`src/rtl/signal_combiner.sv`:
```
// Purpose: joins two signed stream lanes into one packed word (lane 2 high, lane 1 low), narrowing each lane;
//          saturating narrowing and clip counting when SIGNAL_COMBINER_SATURATE_EN is defined, plain truncation otherwise.
// Latency: one cycle from both lanes buffered to M_AXIS_tvalid; backpressure: one-entry buffer per lane, lane tready low while full and no join.
module signal_combiner #(
  parameter int ADC_DATA_WIDTH   = 16,
  parameter int AXIS_TDATA_WIDTH = 32  // must be 2*ADC_DATA_WIDTH
) (
  input  logic                        aclk,
  input  logic                        aresetn,
  input  logic [AXIS_TDATA_WIDTH-1:0] S_AXIS_PORT1_tdata,
  input  logic                        S_AXIS_PORT1_tvalid,
  output logic                        S_AXIS_PORT1_tready,
  input  logic [AXIS_TDATA_WIDTH-1:0] S_AXIS_PORT2_tdata,
  input  logic                        S_AXIS_PORT2_tvalid,
  output logic                        S_AXIS_PORT2_tready,
  output logic [AXIS_TDATA_WIDTH-1:0] M_AXIS_tdata,
  output logic                        M_AXIS_tvalid,
  input  logic                        M_AXIS_tready,
  output logic [15:0]                 clip_count
);

  localparam int AW = ADC_DATA_WIDTH;
  localparam int TW = AXIS_TDATA_WIDTH;

  logic          full1, full2;
  logic [TW-1:0] buf1, buf2;
  logic          acc1, acc2;
  logic          join_en;
  logic [AW-1:0] nar1, nar2;

  // The join fires when both lanes hold a sample and the output register is free or being drained.
  assign join_en = full1 & full2 & (~M_AXIS_tvalid | M_AXIS_tready);

  // A full lane can still accept when the join empties it on the same edge, keeping one sample per cycle.
  assign S_AXIS_PORT1_tready = ~full1 | join_en;
  assign S_AXIS_PORT2_tready = ~full2 | join_en;
  assign acc1 = S_AXIS_PORT1_tvalid & S_AXIS_PORT1_tready;
  assign acc2 = S_AXIS_PORT2_tvalid & S_AXIS_PORT2_tready;

  // Lane 1 buffer: refill wins over the join's clear so a simultaneous accept is never lost.
  always_ff @(posedge aclk or negedge aresetn) begin
    if (!aresetn) begin
      full1 <= 1'b0;
      buf1  <= '0;
    end else if (acc1) begin
      full1 <= 1'b1;
      buf1  <= S_AXIS_PORT1_tdata;
    end else if (join_en) begin
      full1 <= 1'b0;
    end
  end

  // Lane 2 buffer: same behaviour as lane 1.
  always_ff @(posedge aclk or negedge aresetn) begin
    if (!aresetn) begin
      full2 <= 1'b0;
      buf2  <= '0;
    end else if (acc2) begin
      full2 <= 1'b1;
      buf2  <= S_AXIS_PORT2_tdata;
    end else if (join_en) begin
      full2 <= 1'b0;
    end
  end

`ifdef SIGNAL_COMBINER_SATURATE_EN
  // A value fits the narrow lane when every bit from the narrow sign bit upwards equals the wide sign bit.
  localparam int            HW      = TW - AW + 1;
  localparam logic [AW-1:0] POS_MAX = {1'b0, {(AW-1){1'b1}}};
  localparam logic [AW-1:0] NEG_MIN = {1'b1, {(AW-1){1'b0}}};

  logic        clip1, clip2;
  logic [15:0] clip_cnt;

  // Lane 1 narrowing: clamp to the most positive/negative narrow value when out of range.
  always_comb begin
    nar1  = buf1[AW-1:0];
    clip1 = 1'b0;
    if (buf1[TW-1:AW-1] != {HW{buf1[TW-1]}}) begin
      clip1 = 1'b1;
      nar1  = buf1[TW-1] ? NEG_MIN : POS_MAX;
    end
  end

  // Lane 2 narrowing, independent of lane 1.
  always_comb begin
    nar2  = buf2[AW-1:0];
    clip2 = 1'b0;
    if (buf2[TW-1:AW-1] != {HW{buf2[TW-1]}}) begin
      clip2 = 1'b1;
      nar2  = buf2[TW-1] ? NEG_MIN : POS_MAX;
    end
  end

  // Count emitted words carrying any clipped lane; stick at all-ones rather than wrap.
  always_ff @(posedge aclk or negedge aresetn) begin
    if (!aresetn) begin
      clip_cnt <= '0;
    end else if (join_en && (clip1 || clip2) && (clip_cnt != 16'hFFFF)) begin
      clip_cnt <= clip_cnt + 16'd1;
    end
  end

  assign clip_count = clip_cnt;
`else
  // Truncation keeps only the low bits; the discarded upper bits are folded into a sink.
  logic unused_hi;

  assign nar1       = buf1[AW-1:0];
  assign nar2       = buf2[AW-1:0];
  assign unused_hi  = ^{buf1[TW-1:AW], buf2[TW-1:AW]};
  assign clip_count = 16'd0;
`endif

  // Output register: load on join, drop valid once drained without a replacement, hold while stalled.
  always_ff @(posedge aclk or negedge aresetn) begin
    if (!aresetn) begin
      M_AXIS_tvalid <= 1'b0;
      M_AXIS_tdata  <= '0;
    end else if (join_en) begin
      M_AXIS_tvalid <= 1'b1;
      M_AXIS_tdata  <= {nar2, nar1};
    end else if (M_AXIS_tready) begin
      M_AXIS_tvalid <= 1'b0;
    end
  end

endmodule
```
`config.mk`:
```
export PLATFORM = sky130hd
export DESIGN_NAME = signal_combiner
export DESIGN_NICKNAME = d
export VERILOG_FILES = /design/src/rtl/signal_combiner.sv
export SDC_FILE = /design/constraint.sdc
export NUM_CORES = 1
export LEC_CHECK = 0
export CORE_MARGIN = 1
export CORE_UTILIZATION = 62
export CTS_CLUSTER_DIAMETER = 100
export DETAILED_ROUTE_END_ITERATION = 12
export DONT_BUFFER_PORTS = 1
export GPL_TIMING_DRIVEN = 0
export PLACE_DENSITY_LB_ADDON = 0.25
export SLEW_MARGIN = 10
export SYNTH_ARGS = -nofsm -noshare
export SYNTH_HDL_FRONTEND = slang
export SYNTH_SLANG_ARGS = --single-unit
export TNS_END_PERCENT = 30
```
`constraint.sdc`:
```
create_clock -name aclk -period 2.25 [get_ports aclk]
set_clock_uncertainty 0.1 [all_clocks]
set_input_delay 0.675 -clock aclk [delete_from_list [all_inputs] [get_ports aclk]]
set_output_delay 0.675 -clock aclk [all_outputs]
set_load 0.02 [all_outputs]
```
==> implementation parameters, run 1 <==
Parameter                              Value

Final layout
  Share of final-layout standard cells stronger than drive strength 1 ... approximately 53%
  Number of nets in the layout ... about 260
  Number of standard cells in the final layout excluding fillers ... around 250
  Count of antenna diodes in the layout ... 0
  Fill cell count ... around 270
  Signed area change from the synthesized netlist to the final layout ... 11.60%

Place
  Number of placed instances with taps included ... between 200 and 250
  # port buffers ... 0
  Hpwl dp ... 3071 um
  Gpl congestion ... ~0.71

Worst setup path
  Data arrival time at the worst-slack endpoint ... ~1.4 ns
  CP Class ... flip-flop to output port
  Kind of end point of the critical path ... output port
  Required arrival time at the worst endpoint ... 1.47 ns
  Largest stage delay on the critical path ... about 0.47 ns
  Master of the slowest instance on the critical path ... sky130_fd_sc_hd__dfrtp_2
  Cells traversed along the worst timing path ... nand2b_1, nand3_2, buf_6, nand2_2
  Crit start category ... flip-flop
  Kind of cell with the highest combined delay on the critical path ... flip-flops
  Count of buffering cells on the critical path with inverters included ... 1
  Largest fanout on the critical path ... 10
  R2R cell count ... 4
  Total number of cells along the worst setup path ... 4

Route
  Initial DRC Count ... a little over 50
  Final WL ... roughly 4200 um
  Via Count ... 1314
  Routed Antenna Nets ... 0
  DR pass1 iterations ... 3
  Post-route DRC violation count ... 0
  Avg Vias per Cell ... 5.277
  Average wire per cell in the routed design ... ~17 um

Floorplanning
  FP Rows ... 23
  Core footprint ... between 4000 and 5000 um2
  Starting Density ... 65.71%
  Height of the die ... ~68 um
  Die span in x ... 67.81 um
  Boundary pin count ... 120
  Die area ... 4598 um2

STA
  Setup repair after global routing missed its margin ... no
  Final setup vio count ... 0
  Final number of max-transition violations ... 0
  Aggregate negative setup slack ... 0 ns
  Achievable clock frequency ... 0.4625 GHz
  Hold Worst Slack ... -0.06979 ns
  Post-route fraction of the period consumed by the critical path ... between 90 and 100%
  Number of failing hold endpoints at the final stage ... 67
  Shortest period the worst path allows ... 2.162 ns

Synthesis
  Syn Inst Count ... 169
  Part of the Yosys area used for sequential elements ... between 60% and 70%
  Fraction of synthesized cell area taken by the top area cell type ... a little over three fifths
  Top cells by instance count after synthesis ... sky130_fd_sc_hd__dfrtp_1 (67), sky130_fd_sc_hd__mux2_2 (64), sky130_fd_sc_hd__buf_4 (16)
  Mean Syn Cell Area ... 15.89 um2
  Synthesized-area fraction occupied by ao, oa, aoi and oai cells ... between 2 and 2.5%
  Basic-gate share of the synthesized area counting and, or, nand and nor cells ... between 2 and 2.5%
  Synth Area in Adders ... 0%
  EDFF count, synth ... 0
  Async set-reset flop share out of synthesis ... 100.0%
  Distinct cells, synth ... 15
  Cell accounting for the most synthesized area ... sky130_fd_sc_hd__dfrtp_1
  Dominant combinational cell family by area after synthesis ... multiplexers
  Predominant post-synthesis flop cell ... sky130_fd_sc_hd__dfrtp_1
  Post-Syn Area ... 2685 um2
  Cells taking the most area after synthesis ... sky130_fd_sc_hd__dfrtp_1 (62%), sky130_fd_sc_hd__mux2_2 (27%), sky130_fd_sc_hd__buf_4 (4.5%)
  Number of synthesized register bits ... 67
  Post-synthesis xor/xnor area fraction ... 0%
  Proportion of synthesized area in mux cells ... 26.84%
  Most frequently used cell type in the post-synthesis netlist ... sky130_fd_sc_hd__dfrtp_1
  Yosys warning count ... 0

Clock network
  CTS Root Cell ... sky130_fd_sc_hd__clkbuf_8
  TritonCTS clock tree ... built
  Buffers inserted during post-CTS setup optimization ... 0
  TritonCTS buffer count ... 9
  Clock Tree Buf Depth ... 2
  Clock-pin transition on the worst setup and hold timing paths ... approximately 0.07 ns
  Max H-tree Level ... 3
  Source-to-sink clock delay at the later pin of the worst-skew pair ... roughly 0.33 ns
  Number of clock sinks ... between 60 and 70

Global routing
  Initial antenna violation count ... 0
  Global-route total usage across every layer ... a little over 20%
  Final global-route overflow total ... 0
  Maximum number of pins on one net before global-route repair ... 68
  First-pass GRT wire length ... 6492 um
  Number of global-route vias before repair ... 1378

Job
  Max-capacitance violation count ... 0

Power
  Power density cells ... between 1000 and 1500 nW/um2
  Peak supply drop ... between 0.0008 and 0.0009 V
  Leak pwr ... between 1 and 1.5 nW

Status
  Violated checks ... hold timing
  Run status ... finished, violations left

Min path
  Worst min path class ... input port to asynchronous set/reset pin
-- sequential cells by signal (all words and copies together), names as in the netlist --
signal / flops
M_AXIS_tvalid: 1
buf2: 16
M_AXIS_tdata: 32
full1: 1
buf1: 16
full2: 1
-- through the flow --
stage | total power (W) | utilization (%) | setup slack (ns) | cell area [um2] | hold slack [ns]
2_1_floorplan | 0.003027 | - | 0.1530 | 2741 | 0.2794
3_3_place_gp | 0.003150 | 68.62 | 0.009231 | 2804 | 0.2808
3_5_place_dp | 0.003240 | 68.62 | -0.0004885 | 2804 | 0.2807
4_1_cts | 0.004168 | 73.33 | 0.06076 | 2997 | -0.08510
5_1_grt | 0.004341 | 73.33 | 0.01146 | 2997 | -0.08938
6_report | 0.004112 | 73.33 | 0.08802 | 2997 | -0.06979
-- kinds of logic after synthesis --
group | after synthesis
and+or+nand+nor | 10
buffers and inverters | 23
DFF | 67
other | 1
muxes | 64
AOI/OAI and AO/OA | 4
-- per-layer routing --
layer | vias to the layer above | GRT usage (%) | share of wire, %
li1 | 600 | - | -
met1 | 635 | 22.55 | 37
met2 | 67 | 33.17 | 50
met3 | 12 | 8.500 | 11
met4 | 0 | 13.80 | 2.2
met5 | - | 0 | 0
-- cell usage in the layout, fill, tap and decap left out, drive strengths merged --
cell type and count:
dfrtp 67, mux2 64, buf 21, conb 16
clkbuf 12, nand2 6, inv 2, o22ai 2
a21o 2, clkinv 2, nand2b 1, nand3 1
and2b 1, nor2 1, bufinv 1
-- area by class of cell --
type | count | area [um2] | area share [%]
Sequential cell | 67 | 1678 | 55.99
Multi-Input combinational cell | 94 | 899.6 | 30.02
Buffer | 21 | 173.9 | 5.804
Clock buffer | 12 | 135.1 | 4.509
Tap cell | 50 | 62.56 | 2.088
Clock inverter | 3 | 40.04 | 1.336
Inverter | 2 | 7.507 | 0.2505
-- worst paths after layout --
path | startpoint | to | slack, ns
hold / removal | aresetn | M_AXIS_tvalid$_DFFE_PN0P_ | -0.07
setup / recovery | M_AXIS_tvalid$_DFFE_PN0P_ | S_AXIS_PORT1_tready | 0.09
setup reg to reg | M_AXIS_tvalid$_DFFE_PN0P_ | buf2[9]$_DFFE_PN0P_ | 0.45
hold reg to reg | buf1[8]$_DFFE_PN0P_ | M_AXIS_tdata[8]$_DFFE_PN0P_ | 0.40
min in group aclk | S_AXIS_PORT2_tvalid | full2$_DFFE_PN0P_ | 0.34
max in group asynchronous | aresetn | M_AXIS_tdata[19]$_DFFE_PN0P_ | 2.02
-- power by group --
part	internal, W	switching (W)
Sequential	0.00170	0.000680
Combinational	0.000524	0.000305
Clock	0.000503	0.000402
-- timing repair --
| item | CTS | global route |
|---|---|---|
| hold endpoints to repair | 67 | 67 |
| setup endpoints to repair | 2 | 0 |
| resized for setup | 6 | 0 |
Power figures use the tool's default switching activity.
==> run 2: changes to the inputs <==
--- a/config.mk
+++ b/config.mk
@@ -6,12 +6,13 @@
 export NUM_CORES = 1
 export LEC_CHECK = 0
 export CORE_MARGIN = 1
-export CORE_UTILIZATION = 62
+export CORE_UTILIZATION = 55
 export CTS_CLUSTER_DIAMETER = 100
 export DETAILED_ROUTE_END_ITERATION = 12
 export DONT_BUFFER_PORTS = 1
 export GPL_TIMING_DRIVEN = 0
 export PLACE_DENSITY_LB_ADDON = 0.25
+export RECOVER_POWER = 50
 export SLEW_MARGIN = 10
 export SYNTH_ARGS = -nofsm -noshare
 export SYNTH_HDL_FRONTEND = slang
==> constraint.sdc (replaced) <==
create_clock -name aclk -period 1.95 [get_ports aclk]
set_clock_uncertainty 0.1 [all_clocks]
set_input_delay 0.585 -clock aclk [delete_from_list [all_inputs] [get_ports aclk]]
set_output_delay 0.585 -clock aclk [all_outputs]
set_load 0.02 [all_outputs]
==> run 2 against run 1 <==
The run still ends with hold timing left. Final cell count rose by 8.4%. Via count rose by 4.0%. Combinational power rose by 21%. Total power rose by 19%. Critical path depth did not move. Wire length rose by 4.5%. Flip-flop and latch count did not move. First-iteration DRC count fell by 22%. Count of clock-buffer cells in the layout did not move. Global-route usage fell by 1.9 points.
==> implementation parameters, run 2 (synthesized netlist as in run 1, its figures left out) <==
Parameter                              Value

STA
  Setup repair after global routing missed its margin ... yes
  Post-route fraction of the period consumed by the critical path ... between 90% and 100%
  Hold Worst Slack ... -0.1498 ns
  Achievable clock frequency ... about 0.52 GHz
  Final number of max-transition violations ... 0
  Aggregate negative setup slack ... 0 ns
  Final setup vio count ... 0
  Number of failing hold endpoints at the final stage ... 67
  Shortest period the worst path allows ... 1.932 ns

Worst setup path
  Capture instance of the worst register-to-register path ... buf2[8]$_DFFE_PN0P_
  R2R cell count ... 4
  Required arrival time at the worst endpoint ... between 1 and 1.5 ns
  Kind of end point of the critical path ... output port
  Largest fanout on the critical path ... 4
  CP Class ... flip-flop to output port
  Crit start category ... flip-flop
  Data arrival time at the worst-slack endpoint ... roughly 1.3 ns
  Flop2flop setup slack ... approximately 0.12 ns
  R2R Path Start ... M_AXIS_tvalid$_DFFE_PN0P_

Route
  Met2 layer wire length in the routed design ... roughly 2400 um
  DR pass1 iterations ... 4
  Routed metal-1 wire length ... around 1600 um
  Uppermost signal routing layer after detailed routing ... met4
  Average wire per cell in the routed design ... ~16 um
  Post-route DRC violation count ... 0
  Routed met3 length ... between 300 and 400 um
  Final WL ... ~4400 um
  Avg Vias per Cell ... just over 5
  Via Count ... approximately 1400
  Routed Antenna Nets ... 0
  Initial DRC Count ... 40

Place
  Number of placed instances with taps included ... roughly 250
  Hpwl dp ... about 3200 um
  Gpl congestion ... 0.7901
  # port buffers ... 0
  Cell area reported after detailed placement ... between 2000 and 3000 um2

Power
  Peak supply drop ... roughly 0.00073 V
  Internal ... between 0.003 and 0.004 W
  Clock power frac ... 23.1%
  Sw Share ... ~33%
  Net load switching power ... between 0.0015 and 0.002 W
  Relative contribution of combinational cells to total power ... approximately 21%
  Part of the power in registers ... a little under three fifths
  Leak pwr ... 1.396 nW
  Power density cells ... 1580 nW/um2

Clock network
  Source-to-sink clock delay at the later pin of the worst-skew pair ... between 0.3 and 0.4 ns
  CTS Root Cell ... sky130_fd_sc_hd__clkbuf_8
  Clock-pin transition on the worst setup and hold timing paths ... 0.06 ns
  Number of clock sinks ... 67
  TritonCTS clock tree ... built
  Clock Tree Buf Depth ... 2
  TritonCTS buffer count ... 9
  Max H-tree Level ... 3

Final layout
  Flip-flop count of the largest register after layout ... 32
  Number of standard cells in the final layout excluding fillers ... 270
  Commonest non-fill, non-tap cells in the layout ... sky130_fd_sc_hd__dfrtp_1 (65), sky130_fd_sc_hd__mux2_2 (64), sky130_fd_sc_hd__buf_4 (21)
  Count of antenna diodes in the layout ... 0
  Fill cell count ... approximately 360
  Register name with the most flops ... M_AXIS_tdata
  Signed area change from the synthesized netlist to the final layout ... 15.42%
  Number of nets in the layout ... 269
  Most common library cell in the layout ignoring fill and taps ... sky130_fd_sc_hd__dfrtp_1
  Biggest registers after layout ... M_AXIS_tdata x32, buf1 x16, buf2 x16
  Share of final-layout standard cells stronger than drive strength 1 ... between 50% and 60%
  Finished layout cell area ... around 3100 um2
  Final core area utilization ... between 60% and 70%

Min path
  Worst min path class ... input port to asynchronous set/reset pin

Global routing
  Number of global-route vias before repair ... 1478
  First-pass GRT wire length ... ~7000 um
  Maximum number of pins on one net before global-route repair ... 68
  Global-route total usage across every layer ... 18.81%
  Initial antenna violation count ... 0
  Final global-route overflow total ... 0

Floorplanning
  Height of the die ... a little over 70 um
  Die span in x ... approximately 72 um
  Core footprint ... 4723 um2
  Boundary pin count ... 120
  Die area ... about 5200 um2
  Starting Density ... between 50 and 60%
  FP Rows ... 25

Status
  Violated checks ... hold timing
  Run status ... finished, violations left

Job
  Max-capacitance violation count ... 0
==> run 2: per-layer routing <==
metal	GRT usage (%)	vias to the layer above
li1	-	611
met1	18.73	694
met2	32.91	49
met3	7.032	13
met4	11.98	0
met5	0	-
==> run 2: worst max-delay path by stage <==
| stage | slack [ns] | cells after the start | from | endpoint |
|---|---|---|---|---|
| after global routing | -0.03 | 4 | M_AXIS_tvalid$_DFFE_PN0P_ | S_AXIS_PORT2_tready |
| after floorplan | 0.03 | 4 | M_AXIS_tready | S_AXIS_PORT1_tready |
| after CTS | -0.02 | 4 | M_AXIS_tvalid$_DFFE_PN0P_ | S_AXIS_PORT2_tready |
| final | 0.02 | 4 | M_AXIS_tvalid$_DFFE_PN0P_ | S_AXIS_PORT2_tready |
| after detailed placement | -0.1 | 4 | M_AXIS_tready | S_AXIS_PORT2_tready |
| after global placement | -0.1 | 4 | M_AXIS_tready | S_AXIS_PORT2_tready |
==> run 2: critical path, stage by stage, from the launching register on <==
cell and delay (ns):
sky130_fd_sc_hd__dfrtp_2 0.48, sky130_fd_sc_hd__nand2b_4 0.10, sky130_fd_sc_hd__nand3_2 0.09, sky130_fd_sc_hd__buf_6 0.16, sky130_fd_sc_hd__nand2_4 0.09
==> run 2: repair_timing <==
action / 4_1_cts / 5_1_grt
gates resized for setup: 8 / 2
setup endpoints to repair: 2 / 2
setup buffers: 4 / 1
hold endpoints to repair: 67 / 67
==> run 2: layout make-up <==
| cell class | count | area, um2 | share of cell area [%] |
|---|---|---|---|
| sequential | 67 | 1679 | 54.18 |
| multi-input combinational | 94 | 917.1 | 29.59 |
| buffer | 21 | 173.9 | 5.612 |
| clock buffer | 12 | 165.2 | 5.329 |
| tap | 67 | 83.83 | 2.705 |
| timing repair buffer | 5 | 37.54 | 1.211 |
| clock inverter | 2 | 35.03 | 1.130 |
| inverter | 2 | 7.507 | 0.2422 |
==> run 2: per-stage QoR <==
stage                     setup WS, ns  total power (W)
final                          0.01824         0.004896
after global routing          -0.03112         0.005143
after CTS                     -0.01593         0.004950
after detailed placement      -0.09765         0.003750
after global placement        -0.09879         0.003640
after floorplan                0.03303         0.003492
==> run 2: power groups by stage <==
stage	Sequential, W	Combinational [W]	Clock [W]
after floorplan	0.00265	0.000840	0
after global placement	0.00274	0.000900	0
after detailed placement	0.00279	0.000963	0
after CTS	0.00277	0.00101	0.00117
after global routing	0.00284	0.00108	0.00122
final	0.00276	0.00100	0.00113
